[config.mk]
export PLATFORM = sky130hd
export DESIGN_NAME = alarm_scheduler
export DESIGN_NICKNAME = d
export VERILOG_FILES = /design/src/rtl/alarm_pkg.sv /design/src/rtl/tone_gen.sv /design/src/rtl/alarm_scheduler.sv
export SDC_FILE = /design/constraint.sdc
export NUM_CORES = 1
export LEC_CHECK = 0
export CAP_MARGIN = 20
export CELL_PAD_IN_SITES_DETAIL_PLACEMENT = 0
export CELL_PAD_IN_SITES_GLOBAL_PLACEMENT = 1
export CORE_MARGIN = 2
export CORE_UTILIZATION = 35
export DETAILED_ROUTE_END_ITERATION = 10
export PLACE_DENSITY_LB_ADDON = 0.25
export SETUP_SLACK_MARGIN = 0.15
export SLEW_MARGIN = 20
export SYNTH_ARGS = -nofsm -noshare
export SYNTH_HDL_FRONTEND = slang
export SYNTH_SLANG_ARGS = --single-unit
export TNS_END_PERCENT = 10
[constraint.sdc]
create_clock -name clk -period 4.06 [get_ports clk]
set_clock_uncertainty 0.2 [all_clocks]
set_input_delay 1.218 -clock clk [delete_from_list [all_inputs] [get_ports clk]]
set_output_delay 1.218 -clock clk [all_outputs]
set_load 0.05 [all_outputs]
[src/rtl/alarm_pkg.sv]
// alarm_pkg: note half-periods, per-source alarm phrases and scheduler states
package alarm_pkg;
    localparam logic [16:0] HP_DO   = 17'd47778;
    localparam logic [16:0] HP_RE   = 17'd42566;
    localparam logic [16:0] HP_MI   = 17'd37922;
    localparam logic [16:0] HP_FA   = 17'd35793;
    localparam logic [16:0] HP_SI   = 17'd50619;
    localparam logic [16:0] HP_REST = 17'd0;

    localparam int N_NOTES = 4;

    // One row per requester, index 0 is the highest-priority source
    localparam logic [16:0] PATTERN [4][N_NOTES] = '{
        '{HP_MI, HP_SI, HP_DO,   HP_FA},
        '{HP_RE, HP_MI, HP_RE,   HP_MI},
        '{HP_FA, HP_FA, HP_REST, HP_FA},
        '{HP_SI, HP_DO, HP_SI,   HP_REST}
    };

    typedef enum logic [1:0] {IDLE, ARB, PLAY, GAP} state_t;
endpackage

[src/rtl/tone_gen.sv]
// tone_gen: square wave that toggles every half_period cycles; half_period 0 is silence
module tone_gen (
    input  logic        clk,
    input  logic        rst,
    input  logic        restart,
    input  logic [16:0] half_period,
    output logic        tone
);
    logic [16:0] r_cnt;
    logic        r_tone;

    always_ff @(posedge clk) begin
        if (rst || restart || half_period == '0) begin
            r_cnt  <= '0;
            r_tone <= 1'b0;
        end else if (r_cnt == half_period - 17'd1) begin
            r_cnt  <= '0;
            r_tone <= ~r_tone;
        end else begin
            r_cnt <= r_cnt + 17'd1;
        end
    end

    assign tone = r_tone;
endmodule

[src/rtl/alarm_scheduler.sv]
// alarm_scheduler: fixed-priority, non-preemptive sharing of one buzzer between alarm sources,
// each winner plays its 4-note phrase through tone_gen
module alarm_scheduler
    import alarm_pkg::*;
#(
    parameter int N_REQ      = 4,
    parameter int NOTE_TICKS = 10_000_000,
    parameter int GAP_TICKS  = 2_500_000,
    parameter int HP_SHIFT   = 0
) (
    input  logic             clk,
    input  logic             rst,
    input  logic [N_REQ-1:0] req,
    input  logic             mute,
    output logic [N_REQ-1:0] grant,
    output logic             busy,
    output logic [1:0]       note_idx,
    output logic             melody
);
    localparam logic [31:0] NOTE_LAST = 32'(NOTE_TICKS - 1);
    localparam logic [31:0] GAP_LAST  = 32'(GAP_TICKS - 1);

    state_t           r_state, w_state;
    logic [N_REQ-1:0] r_grant, w_grant;
    logic [1:0]       r_note, w_note;
    logic [1:0]       r_owner, w_owner;
    logic [31:0]      r_cnt, w_cnt;
    logic [1:0]       w_idx;
    logic [N_REQ-1:0] w_onehot;
    logic [16:0]      w_hp;
    logic             w_drop, w_note_end, w_gap_end, w_tone;

    always_comb begin
        w_idx = '0;
        for (int i = N_REQ - 1; i >= 0; i--)
            if (req[i]) w_idx = 2'(i);
    end

    assign w_onehot   = N_REQ'(1) << w_idx;
    assign w_drop     = (req & r_grant) == '0;
    assign w_note_end = r_cnt == NOTE_LAST;
    assign w_gap_end  = r_cnt == GAP_LAST;
    assign w_hp       = PATTERN[r_owner][r_note] >> HP_SHIFT;

    always_comb begin
        w_state = r_state;
        w_grant = r_grant;
        w_note  = r_note;
        w_owner = r_owner;
        w_cnt   = '0;
        case (r_state)
            IDLE: w_state = |req ? ARB : IDLE;
            ARB: begin
                w_state = |req ? PLAY : IDLE;
                w_grant = w_onehot;
                w_owner = w_idx;
                w_note  = '0;
            end
            PLAY: begin
                w_state = w_drop ? IDLE : w_note_end ? GAP : PLAY;
                w_cnt   = (w_drop || w_note_end) ? '0 : r_cnt + 32'd1;
            end
            GAP: begin
                w_state = w_drop ? IDLE : !w_gap_end ? GAP : r_note == 2'd3 ? ARB : PLAY;
                w_cnt   = (w_drop || w_gap_end) ? '0 : r_cnt + 32'd1;
                w_note  = (w_gap_end && r_note != 2'd3) ? r_note + 2'd1 : r_note;
            end
            default: w_state = IDLE;
        endcase
        // Anything that lands in IDLE releases the buzzer and abandons the phrase
        if (w_state == IDLE) begin
            w_grant = '0;
            w_note  = '0;
        end
    end

    always_ff @(posedge clk) begin
        if (rst) begin
            r_state <= IDLE;
            r_grant <= '0;
            r_note  <= '0;
            r_owner <= '0;
            r_cnt   <= '0;
        end else begin
            r_state <= w_state;
            r_grant <= w_grant;
            r_note  <= w_note;
            r_owner <= w_owner;
            r_cnt   <= w_cnt;
        end
    end

    // Holding the tone in restart outside PLAY makes every note start from a clean low phase
    tone_gen u_tone (
        .clk        (clk),
        .rst        (rst),
        .restart    (r_state != PLAY),
        .half_period(w_hp),
        .tone       (w_tone)
    );

    assign grant    = r_grant;
    assign busy     = r_state != IDLE;
    assign note_idx = r_note;
    assign melody   = w_tone & ~mute & (r_state == PLAY);
endmodule

==> reports/metrics.sh, run 1 <==
NUMPORTBUFFERS=14
CTS_NUM_SINKS=60
NETLIST_AREA_UM2=3590
ROUTE.DETAILED.VIAS_PER_INST=5.17
GP_CONGESTION=0.801
REQUIRED_PS=4130
FIRST_GLOBAL_VIAS=2927
GRT_PASS1_WL_UM=14000
GRT_ANTENNA_BEFORE_REPAIR=0
SYN2LAYOUT_AREA_GROWTH_PCT=14.3
DRTPASS1ITERATIONS=4
CRITICAL_PATH.SLOWEST_CELL='or4bb_1'
GRTUSAGEMET3=0.0340
CTS.HTREE.LEVELS=3
WORSTPATHBUFFERINVERTERCOUNT=1
SYN-NUM-NETS=451
SYNTH.DISTINCT_CELLS=61
SETUP_VIOLATIONS=0
CRIT_FAMILY='simple AND/OR/NAND/NOR gates'
DETAIL_ROUTE.ITER0.VIOLATIONS=107
MINIMUM_CLOCK_PERIOD_PS=3680
PLACEABLECOREAREA_UM2=9860
FILLCELL_TOTAL=1013
GRT_USAGE=0.154
POSTROUTEWIRELENGTH_UM=7880
MULTI_INPUT_COMB_AREA_UM2=2280
POST-CTS-SETUP-BUFFERS=0
TIMING.FINAL.MAX_SLEW_VIOLATIONS=0
FINAL.PERIOD_UTILIZATION=0.907
GRT_USE_MET1=0.196
POST_SYNTH_EDFFS=0
GRT_SETUP_UNREPAIRED='no'
POWER.DENSITY_CELL_AREA_nW_PER_UM2=295
HPWL_UM=5800
TRITONCTS_CLOCK_TREE='built'
ROUTE.ANTENNA.REMAINING_NETS=0
GRT_MAX_DEGREE=30
MIN_PATH_TYPE='reg -> reg'
SYNTH_FF_TYPE='dfxtp_1'
DR_TOTAL_VIAS=3040
SEQ_AREA_UM2=1200
YOSYS_REGISTER_BITS=60
SYN_AREA_PER_CELL_UM2=8.32
MOST-COMMON-LAYOUT-CELLS='70 x nor2_1, 58 x dfxtp_1, 34 x nand2_1'
WORSTPATHCELLLIST='inv_1 -> ha_1 -> or4bb_1 -> o211ai_2 -> or3b_1 -> or2_1 -> a2111o_1 -> a311o_1 -> or3_1 -> a21boi_1'
SLEW_MARGIN_REL=0.501
DIEWIDTH_UM=105
YS.WARNINGS.COUNT=0
WORSTPATHMAXFANOUT=11
IO-PIN-COUNT=15
FLOORPLAN.DIE_AREA_UM2=11100
R2R.WORST_PATH.CELLS=10
MAX-CLOCK-PATH-BUFFERS=2
PATH_CLASS='reg -> reg'
SYN-INSTANCE-COUNT=432
CLOCK_TREE.ROOT_CELL='clkbuf_8'
SYNTH_SEQ_AREA_SHARE=0.334
CP_NUM_CELLS=10
MAX_SLEW.WORST_PIN.SLEW_PS=742
CAP_VIOL_MAX_COUNT=0
ROUTE.DETAILED.DRC=0
CELLLEAKAGEPOWER_uW=0.00135
HOLD_VIOLATIONS=0
POST_ROUTE_CELLS_DRIVE_ABOVE_1_SHARE=0.0901
WORST_HOLD_PATH.NUM_CELLS=1
WL_PER_CELL_UM=13.4
DIODES=0
NET_COUNT_REPORTED_AT_FINISH=469
PEAKVDDDROP_mV=0.194
ROWS=36
WP_DATA_ARRIVAL_PS=3750
FMAXACHIEVABLE_MHz=271
GRT_MOST_USED_LAYER='met2'
CLK_LATENCY_PS=350
SYNTH_ASYNC_SR_FLOP_SHARE=0
CRITICAL-PATH-MAX-STAGE-DELAY_PS=530
HOLD_WS_PS=264
FINALSETUPTNS_PS=0
CP-END-KIND='flip-flop'
CTS_MADE_BUFFERS=9
GRT_OVERFLOW=0
WORSTSETUPSTARTPOINTTYPE='flip-flop'
Y_DIMENSION_OF_THE_DIE_UM=105
GLOBAL_ROUTE.USAGE.MET2=0.254
FINAL_COMMON_CELL='nor2_1'
STATUS='complete, no violations'
PATH_CLK_SLEW_PS=70
EFFECTIVE_UTILIZATION_AT_FLOORPLAN=0.364
## cells by family after synthesis
family                   Yosys count  synth area share
XOR/XNOR                          57             0.143
AO/OA/AOI/OAI                     59             0.117
multiplexers                       7            0.0306
flip-flops                        60             0.334
AND/OR/NAND/NOR                  208             0.296
buffers and inverters             29            0.0369
adder cells (fa/ha/maj)           12            0.0418
## registers in the layout (all words and copies together), names as in the netlist
signal	flops
grant	4
u_tone.r_cnt	17
r_state	2
note_idx	2
u_tone.tone	1
r_cnt	32
r_owner	2
## layout make-up
cell class | instances | share of cell area
Sequential cell | 60 | 0.293
Timing Repair Buffer | 22 | 0.0542
Multi-Input combinational cell | 343 | 0.556
Tap cell | 133 | 0.0405
Clock buffer | 11 | 0.0344
Inverter | 14 | 0.0128
Clock inverter | 5 | 0.00914
## synthesized netlist by cell type (all sizes together), types with 5 or more instances
master   n  area (µm²)
a21oi   13        65.1
and3     7        43.8
and4     5        43.8
buf      6        46.3
clkbuf   9        33.8
dfxtp   60        1200
ha      12         150
inv     14        52.6
nand2   34         128
nand3   16        80.1
nand4   13        81.3
nor2    70         263
nor2b    8        50.1
nor3     8        40.0
nor4    11        68.8
o21ai   14        73.8
or3      9        56.3
xnor2   32         280
xor2    24         210
## final timing paths
path | start | to | slack (ps)
max reg2reg | r_owner[0] | u_tone.tone | 380
max | r_owner[0] | u_tone.tone | 380
min | r_cnt[0] | r_cnt[0] | 260
min reg2reg | r_cnt[0] | r_cnt[0] | 260
## repair_timing
action	CTS	global route
endpoints found under the setup margin	0	18
hold buffers	0	0
gates resized for setup	0	5
## stage by stage
stage / power (µW) / util / setup WS (ps) / instances / cell area (µm²)
after global placement: 740 / 0.397 / 316 / 572 / 3910
final: 1210 / 0.416 / 376 / 588 / 4110
after detailed placement: 740 / 0.397 / 260 / 572 / 3910
after CTS: 1230 / 0.415 / 230 / 588 / 4090
after floorplan: 703 / - / 70.6 / 432 / 3600
after global routing: 1270 / 0.416 / 186 / 588 / 4110
## power breakdown
group          internal (µW)  switching [µW]  total, µW
clock                    239             244        483
sequential               595            8.88        604
combinational           48.1            75.4        124
## layer usage
| layer | up-vias | share of wire |
|---|---|---|
| met5 | - | 0 |
| met4 | 0 | 0.021 |
| met3 | 12 | 0.020 |
| met2 | 21 | 0.47 |
| met1 | 1425 | 0.49 |
| li1 | 1582 | - |
Power figures use the tool's default switching activity.
==> inputs of run 2 (changes only) <==
--- a/config.mk
+++ b/config.mk
@@ -11,6 +11,7 @@
 export CORE_MARGIN = 2
 export CORE_UTILIZATION = 35
 export DETAILED_ROUTE_END_ITERATION = 10
+export DONT_BUFFER_PORTS = 1
 export PLACE_DENSITY_LB_ADDON = 0.25
 export SETUP_SLACK_MARGIN = 0.15
 export SLEW_MARGIN = 20
==> run 2 against run 1 <==
Against the previous run: first-iteration DRC count is 9.3% higher; critical path depth unchanged; cell count is 1.9% lower; sequential cell count unchanged; die area did not move; sequential share of layout area grew 0.88 points; critical path type unchanged; critical endpoint unchanged; largest cell class unchanged; highest routed layer unchanged.
==> reports/metrics.sh, run 2 (synthesis gave the netlist of run 1 again) <==
ROWS=36
ROUTE.LAYER.MET1.WL_UM=3770
ROUTED_LENGTH_ON_MET3_UM=224
CLOCK_TREE.ROOT_CELL='clkbuf_8'
CP-END-KIND='flip-flop'
WL_PER_CELL_UM=13.5
PLACEABLECOREAREA_UM2=9860
ROUTE.ANTENNA.REMAINING_NETS=0
STARTPOINT='r_owner[0]'
SLEW_MARGIN_REL=0.522
GRT_MAX_DEGREE=33
GRT_USAGE=0.148
MINIMUM_CLOCK_PERIOD_PS=3670
HOLD_VIOLATIONS=0
WORSTPATHMAXFANOUT=8
TOPROUTINGLAYERUSED='met4'
POST_ROUTE_CELLS_DRIVE_ABOVE_1_SHARE=0.0968
FINAL.PERIOD_UTILIZATION=0.904
DIODES=0
GP_CONGESTION=0.809
CLK_LATENCY_PS=330
FINALSETUPTNS_PS=0
GRT_OVERFLOW=0
CTS_MADE_BUFFERS=9
LARGEST_REGISTER_FFS=32
TRITONCTS_CLOCK_TREE='built'
ROUTE.DETAILED.DRC=0
WORSTREG2REGSTART='r_owner[0]'
CTS_NUM_SINKS=60
SETUP_VIOLATIONS=0
MAX_SLEW.WORST_PIN.SLEW_PS=698
DIEWIDTH_UM=105
WORSTSETUPSTARTPOINTTYPE='flip-flop'
PEAKVDDDROP_mV=0.137
FINAL_COMMON_CELL='nor2_1'
DR_TOTAL_VIAS=2958
PATH_CLK_SLEW_PS=70
R2R.WORST_PATH.CELLS=10
HPWL_UM=5710
EFFECTIVE_UTILIZATION_AT_FLOORPLAN=0.364
WL_MET2_UM=3680
CTS.HTREE.LEVELS=3
WP_DATA_ARRIVAL_PS=3740
DETAIL_ROUTE.ITER0.VIOLATIONS=117
TIMING.RR.END='u_tone.tone'
POWER.DENSITY_CELL_AREA_nW_PER_UM2=314
HOLD_WS_PS=268
GRT_SETUP_UNREPAIRED='no'
STATUS='complete, no violations'
PATH_CLASS='reg -> reg'
NUMPORTBUFFERS=0
FMAXACHIEVABLE_MHz=272
IO-PIN-COUNT=15
MAX_FLOP_REGISTER='r_cnt'
TIMING.FINAL.MAX_SLEW_VIOLATIONS=0
MIN_PATH_TYPE='reg -> reg'
POSTROUTEWIRELENGTH_UM=7770
CELLLEAKAGEPOWER_uW=0.00131
HOLD_BUFFERS=0
Y_DIMENSION_OF_THE_DIE_UM=105
SYN2LAYOUT_AREA_GROWTH_PCT=10.9
FLOORPLAN.DIE_AREA_UM2=11100
FILLCELL_TOTAL=1012
CAP_VIOL_MAX_COUNT=0
GRT_ANTENNA_BEFORE_REPAIR=0
REQUIRED_PS=4120
CRITPATHCAPTURE='u_tone.tone'
RRSETUPSLACK_PS=390
MAX-CLOCK-PATH-BUFFERS=2
NET_COUNT_REPORTED_AT_FINISH=458
ROUTE.DETAILED.VIAS_PER_INST=5.13
FIRST_GLOBAL_VIAS=2798
GRT_PASS1_WL_UM=13400
DRTPASS1ITERATIONS=4
MOST-COMMON-LAYOUT-CELLS='70 x nor2_1, 58 x dfxtp_1, 34 x nand2_1'
==> run 2: layout make-up <==
cell class / count / area [µm²] / share of cell area
Clock buffer: 11 / 141 / 0.0355
Clock inverter: 5 / 61.3 / 0.0154
Inverter: 14 / 52.6 / 0.0132
Multi-Input combinational cell: 343 / 2280 / 0.572
Sequential cell: 60 / 1200 / 0.302
Tap cell: 133 / 166 / 0.0417
Timing Repair Buffer: 11 / 82.6 / 0.0207
==> run 2: layer usage <==
layer | vias up | GRT usage
met3 | 8 | 0.0334
met4 | 0 | 0.0514
met2 | 24 | 0.251
met1 | 1383 | 0.185
met5 | - | 0
li1 | 1543 | -
==> run 2: how the worst min path moves through the flow <==
stage	end	start	slack (ps)	depth (start not counted)
after floorplan	r_cnt[0]	r_cnt[0]	230	1
after global placement	r_cnt[0]	r_cnt[0]	250	1
after detailed placement	r_cnt[0]	r_cnt[0]	250	1
after CTS	r_cnt[0]	r_cnt[0]	270	1
after global routing	r_cnt[0]	r_cnt[0]	290	1
final	r_cnt[0]	r_cnt[0]	270	1
==> run 2: worst max-delay path, cell delays in order, from the launching register on <==
cell and delay [ps]:
dfxtp_2 360, inv_1 150, ha_1 260, or4bb_1 510
o211ai_2 110, or3b_4 460, or2_1 270, a2111o_1 400
a311o_1 400, or3_1 360, a21boi_1 130
==> run 2: through the flow <==
stage	std cells	utilization	cell area (µm²)	total power [µW]	setup slack, ps
final	577	0.404	3990	1250	388
after global routing	577	0.404	3990	1320	192
after CTS	577	0.403	3980	1270	202
after detailed placement	561	0.382	3770	724	218
after global placement	561	0.382	3770	725	251
after floorplan	432	-	3600	703	70.6
==> run 2: repair_timing <==
action                                  4_1_cts  5_1_grt
buffers inserted                              0        0
resized for setup                             0        5
endpoints found under the setup margin        0       18
==> run 2: power breakdown <==
| part | switching (µW) | internal (µW) | total, µW |
|---|---|---|---|
| clock | 239 | 301 | 540 |
| combinational | 65.0 | 37.7 | 103 |
| sequential | 15.3 | 595 | 610 |
| total | 319 | 934 | 1250 |
==> inputs of run 3 (changes only) <==
--- a/config.mk
+++ b/config.mk
@@ -14,7 +14,7 @@
 export DONT_BUFFER_PORTS = 1
 export PLACE_DENSITY_LB_ADDON = 0.25
 export SETUP_SLACK_MARGIN = 0.15
-export SLEW_MARGIN = 20
+export SLEW_MARGIN = 40
 export SYNTH_ARGS = -nofsm -noshare
 export SYNTH_HDL_FRONTEND = slang
 export SYNTH_SLANG_ARGS = --single-unit
==> results of run 3 <==
No change in the layout: final DEF, timing and power equal those of run 2.
